==> src/rtl/virtq_notify_arbiter.sv <==
// rtl/virtq_notify_arbiter.sv - per-queue notify coalescing with round-robin event hand-off
//
// Build option: VIRTQ_NOTIFY_COALESCE_EN
//   defined   : each queue keeps a saturating CNT_W-bit notification count and
//               evt_count reports how many notifies were merged into the event.
//   undefined : each queue keeps only a pending flag, evt_count is 1 for every
//               event and sat stays 0.
//
// Ports:
//   clk          in   clock (CSR domain)
//   csr_rst      in   synchronous active-high reset
//   notify_valid in   one-cycle pulse, a queue_notify write occurred
//   notify_qid   in   queue index of that write
//   queue_enable in   per-queue enable; a disabled queue drops and clears its count
//   evt_valid    out  event presented in the output slot
//   evt_qid      out  queue of the presented event
//   evt_count    out  notifications merged into the presented event
//   evt_ready    in   consumer accepts the presented event
//   pending      out  per-queue count is non-zero
//   bad_qid      out  one-cycle pulse, previous notify had an out-of-range index
//   sat          out  sticky per-queue counter-saturated flag
module virtq_notify_arbiter #(
    parameter int NUM_QUEUES = 3,
    parameter int QID_W      = (NUM_QUEUES > 1) ? $clog2(NUM_QUEUES) : 1,
    parameter int CNT_W      = 8
) (
    input  logic                  clk,
    input  logic                  csr_rst,
    input  logic                  notify_valid,
    input  logic [QID_W-1:0]      notify_qid,
    input  logic [NUM_QUEUES-1:0] queue_enable,
    output logic                  evt_valid,
    output logic [QID_W-1:0]      evt_qid,
    output logic [CNT_W-1:0]      evt_count,
    input  logic                  evt_ready,
    output logic [NUM_QUEUES-1:0] pending,
    output logic                  bad_qid,
    output logic [NUM_QUEUES-1:0] sat
);

`ifdef VIRTQ_NOTIFY_COALESCE_EN
    localparam logic [CNT_W-1:0] CNT_MAX = '1;
    localparam bit               SAT_EN  = 1'b1;
`else
    // Counter collapses to a flag: it can only ever hold 0 or 1.
    localparam logic [CNT_W-1:0] CNT_MAX = CNT_W'(1);
    localparam bit               SAT_EN  = 1'b0;
`endif

    logic [CNT_W-1:0]      cnt      [NUM_QUEUES];
    logic [CNT_W-1:0]      cnt_next [NUM_QUEUES];
    logic [NUM_QUEUES-1:0] sat_set;
    logic [NUM_QUEUES-1:0] notify_hit;
    logic [QID_W-1:0]      rr_ptr;
    logic [QID_W-1:0]      rr_next;
    logic                  sel_found;
    logic                  hi_found;
    logic [QID_W-1:0]      hi_idx;
    logic [QID_W-1:0]      lo_idx;
    logic [QID_W-1:0]      sel_idx;
    logic [CNT_W-1:0]      sel_cnt;
    logic                  slot_free;
    logic                  load;
    logic                  qid_in_range;
    logic [CNT_W-1:0]      base;

    // pending is a pure function of the count registers, no input feeds it.
    always_comb begin
        pending = '0;
        for (int i = 0; i < NUM_QUEUES; i++) begin
            pending[i] = (cnt[i] != '0);
        end
    end

    // An out-of-range index never matches any queue, so it is dropped here.
    always_comb begin
        notify_hit = '0;
        for (int i = 0; i < NUM_QUEUES; i++) begin
            notify_hit[i] = notify_valid && queue_enable[i] && (notify_qid == QID_W'(i));
        end
    end

    assign qid_in_range = ({1'b0, notify_qid} < (QID_W + 1)'(NUM_QUEUES));

    // Round-robin: lowest pending index at or above rr_ptr wins; if none,
    // wrap around to the lowest pending index overall.
    always_comb begin
        hi_found = 1'b0;
        hi_idx   = '0;
        lo_idx   = '0;
        for (int i = NUM_QUEUES - 1; i >= 0; i--) begin
            if (pending[i]) begin
                lo_idx = QID_W'(i);
            end
            if (pending[i] && (QID_W'(i) >= rr_ptr)) begin
                hi_found = 1'b1;
                hi_idx   = QID_W'(i);
            end
        end
        sel_found = |pending;
        sel_idx   = hi_found ? hi_idx : lo_idx;
        sel_cnt   = '0;
        for (int i = 0; i < NUM_QUEUES; i++) begin
            if (QID_W'(i) == sel_idx) begin
                sel_cnt = cnt[i];
            end
        end
    end

    assign rr_next   = (sel_idx == QID_W'(NUM_QUEUES - 1)) ? '0 : sel_idx + QID_W'(1);
    assign slot_free = !evt_valid || evt_ready;
    assign load      = slot_free && sel_found;

    // Counter next state. A load clears the count first, then a same-cycle
    // notify is applied on top, so a colliding notify leaves the count at 1.
    always_comb begin
        sat_set = '0;
        base    = '0;
        for (int i = 0; i < NUM_QUEUES; i++) begin
            base = (load && (sel_idx == QID_W'(i))) ? '0 : cnt[i];
            if (!queue_enable[i]) begin
                cnt_next[i] = '0;
            end else if (notify_hit[i]) begin
                if (base == CNT_MAX) begin
                    cnt_next[i] = base;
                    sat_set[i]  = SAT_EN;
                end else begin
                    cnt_next[i] = base + CNT_W'(1);
                end
            end else begin
                cnt_next[i] = base;
            end
        end
    end

    always_ff @(posedge clk) begin
        if (csr_rst) begin
            evt_valid <= 1'b0;
            evt_qid   <= '0;
            evt_count <= '0;
            rr_ptr    <= '0;
            bad_qid   <= 1'b0;
            sat       <= '0;
            for (int i = 0; i < NUM_QUEUES; i++) begin
                cnt[i] <= '0;
            end
        end else begin
            // The slot only changes when empty or being accepted, so the
            // presented qid/count hold while the consumer stalls.
            if (slot_free) begin
                evt_valid <= sel_found;
                if (sel_found) begin
                    evt_qid   <= sel_idx;
                    evt_count <= sel_cnt;
                    rr_ptr    <= rr_next;
                end
            end
            bad_qid <= notify_valid && !qid_in_range;
            sat     <= sat | sat_set;
            for (int i = 0; i < NUM_QUEUES; i++) begin
                cnt[i] <= cnt_next[i];
            end
        end
    end

endmodule
==> config.mk <==
export PLATFORM = sky130hd
export DESIGN_NAME = virtq_notify_arbiter
export DESIGN_NICKNAME = d
export VERILOG_FILES = /design/src/rtl/virtq_notify_arbiter.sv
export SDC_FILE = /design/constraint.sdc
export NUM_CORES = 1
export LEC_CHECK = 0
export CAP_MARGIN = 30
export CORE_MARGIN = 5
export CORE_UTILIZATION = 35
export CTS_BUF_LIST = sky130_fd_sc_hd__clkbuf_8
export CTS_CLUSTER_DIAMETER = 80
export DETAILED_ROUTE_END_ITERATION = 12
export GPL_TIMING_DRIVEN = 0
export PLACE_DENSITY_LB_ADDON = 0.1
export REMOVE_ABC_BUFFERS = 1
export SLEW_MARGIN = 20
export SYNTH_ARGS = -nofsm -noshare
export SYNTH_HDL_FRONTEND = slang
export SYNTH_SLANG_ARGS = --single-unit
==> constraint.sdc <==
create_clock -name clk -period 3.2 [get_ports clk]
set_clock_uncertainty 0.1 [all_clocks]
set_input_delay 0.64 -clock clk [delete_from_list [all_inputs] [get_ports clk]]
set_output_delay 0.64 -clock clk [all_outputs]
set_load 0.02 [all_outputs]
# Word level (Yosys, flattened, before mapping)
# Memory sizes are Yosys's and may differ from the RTL's.
# Index checks and enable logic that the tools add are counted.
[word_totals] regBits=14 n_memories=1 elab_cells=82 ramBits=24
[mem_list] name="cnt" depth=3 word_bits=8 read_ports=3 rd_ports_with_merged_regs=0 wr=3 line="50" rtl="logic [CNT_W-1:0] cnt [NUM_QUEUES];"
[classes] n_addsub=4 order_cmp=4 reduce_logical=24 bitwise=3 n_mux=32 n_eq_ne=9
[op_table] operator="two-way mux 8 bit" n=18
[op_table] operator="adder 8 x 1 -> 8 bit, second input constant" n=3
[op_table] operator="== test 8 x 1 -> 1 bit, second input constant" n=3
[op_table] operator="nonzero test 8 bit" n=3
[op_table] operator="two-way mux 2 bit" n=8
[op_table] operator="logical AND 1 bit" n=14
[op_table] operator="two-way mux 1 bit" n=6
[op_table] operator="== test 2 x 1 -> 1 bit, second input constant" n=2
[op_table] operator="== test 2 bit, second input constant" n=2
[op_table] operator=">= comparator 1 x 2 -> 1 bit, first input constant" n=2
[op_table] operator="zero test 2 bit" n=2
[op_table] operator="bitwise OR 1 bit" n=3
[op_table] operator="OR reduction 3 bit" n=1
[op_table] operator="adder 2 x 1 -> 2 bit, second input constant" n=1
[op_table] operator="== test 1 x 2 -> 1 bit, first input constant" n=1
[op_table] operator="== test 2 bit, first input constant" n=1
[op_table] operator=">= comparator 2 bit, first input constant" n=1
[op_table] operator="zero test 1 bit" n=2
[op_table] operator="< comparator 2 bit, second input constant" n=1
[op_table] operator="AND reduction 2 bit" n=1
[op_table] operator="logical OR 1 bit" n=1

# Depth between registers and ports, before layout
# An unclocked memory read counts as a cell.
[logic_depth] word_depth=15 ltp_mapped=11 depth_no_buf=10

# Worst setup path after synthesis
# Ideal clock, no wire load.
[synth_timing] path_kind="reg-to-reg" start="mem cnt[0][4]" end="mem cnt[1][1], in the netlist cnt[0][9]" period_less_slack_ns=2.667 setup_slack_ns=0.533 n_path_buf=1 stages_incl_launch_ff=11 arrival_time_ns=2.507 cell_sequence="dfxtp_1 -> nor4_4 -> a21oi_2 -> or4_1 -> buf_2 -> and2_2 -> ha_1 -> nand3_1 -> nand2_1 -> a2111oi_0 -> a31o_1"
[synth_rtl] element="start: declaration" line="50"

==> summary.txt <==
Floorplan
  • Die Area: 7810 um2
  • I/O Pins: 27
  • Initial Util: 36.1%
  • Die H: 88.4 um
  • Num rows: 28
  • Core Area: 5960 um2
  • Die width: 88.4 um

Final layout
  • Nets@finish: 281
  • Commonest non-fill, non-tap cells in the layout: nor2_1, dfxtp_1, clkdlybuf4s50_1, xor2_1, a21oi_1
  • Multi-input gate area: 1330 um2
  • Synth-to-Final Area Change: 18.9%
  • Fin util: 42.9%
  • # diodes: 0
  • Fill cell count: 633
  • Layout cells sized above 1: 9.33%
  • Reg area: 761 um2
  • Cell Count, Final, Fillers Out: 343

Worst setup path
  • Worst endpoint data arrival time: 3150 ps
  • CP Capture Type: flop
  • Worst endpoint required time: 3330 ps
  • CP startpoint kind: primary input
  • Max incr delay on CP: 480 ps
  • Crit-path slowest cell: clkdlybuf4s50_1
  • Setup CP Type: in2reg
  • Critical path cell sequence: clkdlybuf4s50_1, nor2b_1, a21o_1, o31ai_1, inv_1, ha_1, nor3b_1, a32oi_1, o211ai_1, mux2_2, nor2_1
  • Reg2reg path depth: 9
  • Critical path peak fanout: 6

Placement
  • # port buffers: 23
  • Dpl hpwl: 4140 um
  • Placed Cells: 335
  • Final GP Congestion: 0.857

CTS
  • Num Clock Sinks: 38
  • CTS tree: yes
  • Post-CTS Hold Buffers: 0
  • Reg clk slew, reported paths: 70 ps
  • Post-CTS setup buffer count: 0
  • Post_cts resized: 0
  • Root buffer cell: clkbuf_8
  • Htree depth: 2
  • Max clock buf depth: 2
  • Inserted Clock Buffers: 5
  • Worst-Skew Late Latency: 290 ps

Worst hold path
  • Hold path depth: 2
  • Worst Hold Class: reg2reg

Timing
  • Fmax: 332 MHz
  • Tmin final: 3010 ps
  • Hold Worst Slack: 395 ps
  • Max Slew Vio Count: 0
  • Max transition margin: 50.4%
  • Fin. Hold Viols: 0
  • RSZ-0062 raised after global routing: false
  • Tightest Pin Transition: 738 ps
  • Final setup fails: 0
  • Final critical-path share of the clock period: 94.2%

Routing
  • DRT antenna net count: 0
  • Routed WL: 5340 um
  • WL per Instance: 15.6 um
  • Routed vias: 1891
  • Vias per std cell: 5.51
  • Starting DRC count in detailed routing: 106
  • Residual DRC: 0
  • Detailed Routing Iterations Pass 1: 4

Power
  • PD cells: 384 nW/um2
  • Static leakage: 0.912 nW
  • Worst vdd ir: 0.192 mV

GRT
  • Largest net degree at the start of global routing: 19
  • Total gr overflow: 0
  • Vias in the first global route: 1849
  • Global-route wire length before repair: 9120 um
  • Global Route Usage Sum: 15.0%
  • Initial antenna violation count: 0

Run status
  • Status: finished, final reports clean

Synthesis
  • Post-synthesis sequential area ratio: 35.4%
  • YS warnings: 0
  • #FFs+latches synth: 38
  • Synth cell types: 61
  • Post-synth ARST share: 0%
  • Most used DFF post-synth: dfxtp_1
  • Syn Std Cell Area: 2150 um2
  • Syn Inst Count: 245
  • EDFF count, synth: 0
  • Avg Inst Size Synth: 8.78 um2

Run
  • Total of max-cap violations: 0
## layer usage
layer	global-route usage [%]	vias up	routed length, um	share of wire, %
met3	4.66	9	274	5.1
met5	0	-	0	0
li1	-	954	-	-
met1	19.8	889	2510	47
met4	5.22	0	104	1.9
met2	23.3	39	2460	46
## registers in the layout (all words and copies together), names as in the netlist
register / cells
bad_qid: 1
evt_qid: 2
evt_valid: 1
rr_ptr: 2
evt_count: 8
cnt: 24
## critical path, delay by kind of cell
family | cells | cell delay (ps)
AOI/OAI and AO/OA | 4 | 1010
buffers and inverters | 2 | 600
and+or+nand+nor | 3 | 340
muxes | 1 | 310
adders and majority gates | 1 | 240
## final timing paths
check	start	end	slack [ps]
setup reg to reg	cnt[0][4]	cnt[0][9]	260
hold / removal	evt_qid[1]	evt_qid[1]	390
setup / recovery	evt_ready	cnt[0][17]	190
hold reg to reg	evt_qid[1]	evt_qid[1]	390
## report_power, final
part / internal (W) / switching (W) / total (W)
Combinational: 0.0000406 / 0.0000542 / 0.0000948
Clock: 0.000229 / 0.000172 / 0.000401
Sequential: 0.000481 / 0.00000540 / 0.000486
## synthesized netlist by cell type, types with 2 or more instances
master	instances	share of area, %
nand3_1	7	1.6
nand4_1	7	2.0
a211oi_1	7	2.4
a311oi_1	5	2.0
and4b_1	3	1.4
and2_2	2	0.70
dfxtp_1	38	35
nor4_4	3	3.0
nor3_1	6	1.4
nand2_1	8	1.4
a21oi_1	12	2.8
xor2_1	15	6.1
nor4_1	3	0.87
o31ai_1	3	1.0
nor3b_1	2	0.70
nor2b_1	5	1.5
o21ai_0	5	1.2
buf_4	3	1.0
nor2_1	38	6.6
inv_1	8	1.4
o2111ai_1	2	0.81
clkbuf_1	5	0.87
nor4_2	2	1.2
a22oi_1	8	2.8
nand2b_1	4	1.2
buf_2	2	0.47
and2_1	2	0.58
and3_1	3	0.87
ha_1	5	2.9
## cells by family after synthesis
logic type,after synthesis,share of synthesized area (%)
fa+ha+maj,5,2.91
simple gates,103,28.2
xor+xnor,16,6.52
other cells,1,0.174
flops,38,35.4
mux,1,0.524
compound gates,62,22.4
buf+inv,19,3.96
## through the flow
step           area, um2  power (W)  setup WS, ps  setup TNS, ps
2_1_floorplan       2110   0.000550           533              0
3_3_place_gp        2430   0.000593         -81.9           -167
3_5_place_dp        2430   0.000593          -131           -267
4_1_cts             2540   0.000999           175              0
5_1_grt             2560    0.00103          17.0              0
6_report            2560   0.000982           187              0
## layout make-up
| cell class | instances | share of cell area, % |
|---|---|---|
| clock buffers | 5 | 2.69 |
| clock inverters | 3 | 1.61 |
| inverters | 9 | 1.32 |
| multi-input cells | 190 | 52.0 |
| flip-flops and latches | 38 | 29.7 |
| well taps | 75 | 3.67 |
| repair buffers | 23 | 9.00 |
(Power assumes the default switching activity.)
==> variant, RTL diff (config.mk and constraints unchanged) <==
Set the parameter `CNT_W` to 10 (it was 8).
--- a/src/rtl/virtq_notify_arbiter.sv
+++ b/src/rtl/virtq_notify_arbiter.sv
@@ -22,7 +22,7 @@
 module virtq_notify_arbiter #(
     parameter int NUM_QUEUES = 3,
     parameter int QID_W      = (NUM_QUEUES > 1) ? $clog2(NUM_QUEUES) : 1,
-    parameter int CNT_W      = 8
+    parameter int CNT_W      = 10
 ) (
     input  logic                  clk,
     input  logic                  csr_rst,
Interface: changed (resized evt_count); port bits go from 27 to 29. No check against the original RTL was run, so the function may have changed too.
==> variant against the unedited design <==
  * Worst setup slack got worse by 0.030 ns
  * Synthesized cell count rose by 22%
  * Largest power group unchanged
  * Fmax fell by 0.97%
  * Sequential cell count rose by 8
  * Final cell count rose by 22%
  * Utilization fell by 1.6 points
  * Wire length rose by 21%
  * Cell area rose by 15%
  * Synthesized area rose by 18%
  * Count of clock-buffer cells in the layout did not move
  * Register-to-register slack improved by 0.14 ns
  * Sequential power rose by 20%
  * Power rose by 14%
==> variant: results (changes against the unedited design) <==
clock_tree:
  clk_latency_ns: 0.31  # was 0.29 ns
  clkSlewWorstSetupHoldPaths_ns: 0.10  # was 0.07 ns
power:
  p_leak_nw: 0.935  # was 0.912 nW
  p_clk_share_pct: 40.9  # was 40.8%
  p_int_mw: 0.846  # was 0.751 mW
  power_switching_mw: 0.273  # was 0.231 mW
  p_comb_mw: 0.0800  # was 0.0948 mW
yosys:
  synthTopCellsByCount: "47 x nor2_1, 46 x dfxtp_1, 21 x nand2_1"  # was 38 x dfxtp_1, 38 x nor2_1, 15 x xor2_1
  synthTopCellsByArea: "dfxtp_1 36%, nor2_1 7.0%, xor2_1 4.1%"  # was dfxtp_1 35%, nor2_1 6.6%, xor2_1 6.1%
  synth-seq-area-share_pct: 36.3  # was 35.4%
  ys_types: 54  # was 61
  synthMuxAreaShare_pct: 0.838  # was 0.524%
  synthAdderAreaFrac_pct: 1.48  # was 2.91%
  synth_compound_area_share_pct: 20.6  # was 22.4%
  synth-xor-area-share_pct: 7.25  # was 6.52%
worst_setup_path:
  r2r-end: "cnt[0][1]$_SDFF_PP0_"  # was cnt[0][9]$_SDFF_PP0_
  reg2reg_slack_ns: 0.40  # was 0.26 ns
  worstSetupEndpoint: "pending[0]"  # was cnt[0][17]$_SDFF_PP0_
  crit_family: "simple AND/OR/NAND/NOR gates"  # was compound AO/OA/AOI/OAI gates
  crit_path_max_incr_delay_ns: 0.56  # was 0.48 ns
layout:
  finish.utilization_pct: 41.3  # was 42.9%
  top_regs: "cnt: 30 flops, evt_count: 10 flops"  # was cnt: 24 flops, evt_count: 8 flops
  layout-drive-gt1-share_pct: 8.75  # was 9.33%
  nNetsFinal: 331  # was 281
routing:
  via_per_inst: 5.34  # was 5.51
global_route:
  grt_max_degree: 20  # was 19
  grt_pass1_vias: 2064  # was 1849
  grt_util_met2_pct: 24.6  # was 23.3%
  gr-usage-met3_pct: 3.00  # was 4.66%
  track_usage_pct: 15.4  # was 15.0%
placement:
  place_ws_ns: -0.169  # was -0.131 ns
  dp_hpwl_microns: 4820  # was 4140 microns
  dp_cells: 411  # was 335
  placed_area_sq_mm: 0.00283  # was 0.00243 sq mm
  routabilityCongestion: 0.823  # was 0.857
sta:
  slew_headroom_pct: 39.2  # was 50.4%
run_status:
  outcome: "finished clean"  # unchanged
-- variant: worst min-delay path, stage by stage, from the launching register on --
cell and delay [ns]:
dfxtp_1 0.32, nand2_1 0.05, a21oi_1 0.05
-- variant: logic make-up (layout without fill, tap and decap cells) --
kind of cell	Yosys count	in the layout
xor gates and xnor gates	21	21
adders and majority gates	3	3
DFF	46	46
AOI/OAI and AO/OA	68	68
buffers and inverters	22	42
and+or+nand+nor	135	135
other	1	3
muxes	2	2
-- variant: what timing repair did --
action / CTS / global route
endpoints found under the setup margin: 0 / 4
hold buffers: 0 / 0
resized for setup: 0 / 2
-- variant: final cells by class --
type / count / share of cell area (%)
multi-input cells: 232 / 51.1
flip-flops and latches: 46 / 31.2
repair buffers: 25 / 8.48
well taps: 99 / 4.20
clock buffers: 5 / 2.33
clock inverters: 3 / 1.48
inverters: 9 / 1.23
-- variant: worst min-delay path by stage --
stage | to | slack [ns] | startpoint
final | evt_qid[1]$_SDFFE_PP0P_ | 0.36 | evt_qid[1]$_SDFFE_PP0P_
after global routing | evt_qid[1]$_SDFFE_PP0P_ | 0.39 | evt_qid[1]$_SDFFE_PP0P_
after CTS | evt_qid[1]$_SDFFE_PP0P_ | 0.37 | evt_qid[1]$_SDFFE_PP0P_
after detailed placement | evt_qid[1]$_SDFFE_PP0P_ | 0.35 | evt_qid[1]$_SDFFE_PP0P_
after global placement | evt_qid[0]$_SDFFE_PP0P_ | 0.35 | evt_qid[0]$_SDFFE_PP0P_
after floorplan | rr_ptr[1]$_SDFFE_PP0P_ | 0.35 | rr_ptr[1]$_SDFFE_PP0P_
-- variant: metal layers --
| metal | wire length (microns) | vias up |
|---|---|---|
| met5 | 0 | - |
| met4 | 63 | 0 |
| met3 | 252 | 5 |
| met2 | 3000 | 42 |
| met1 | 3170 | 1068 |
| li1 | - | 1122 |
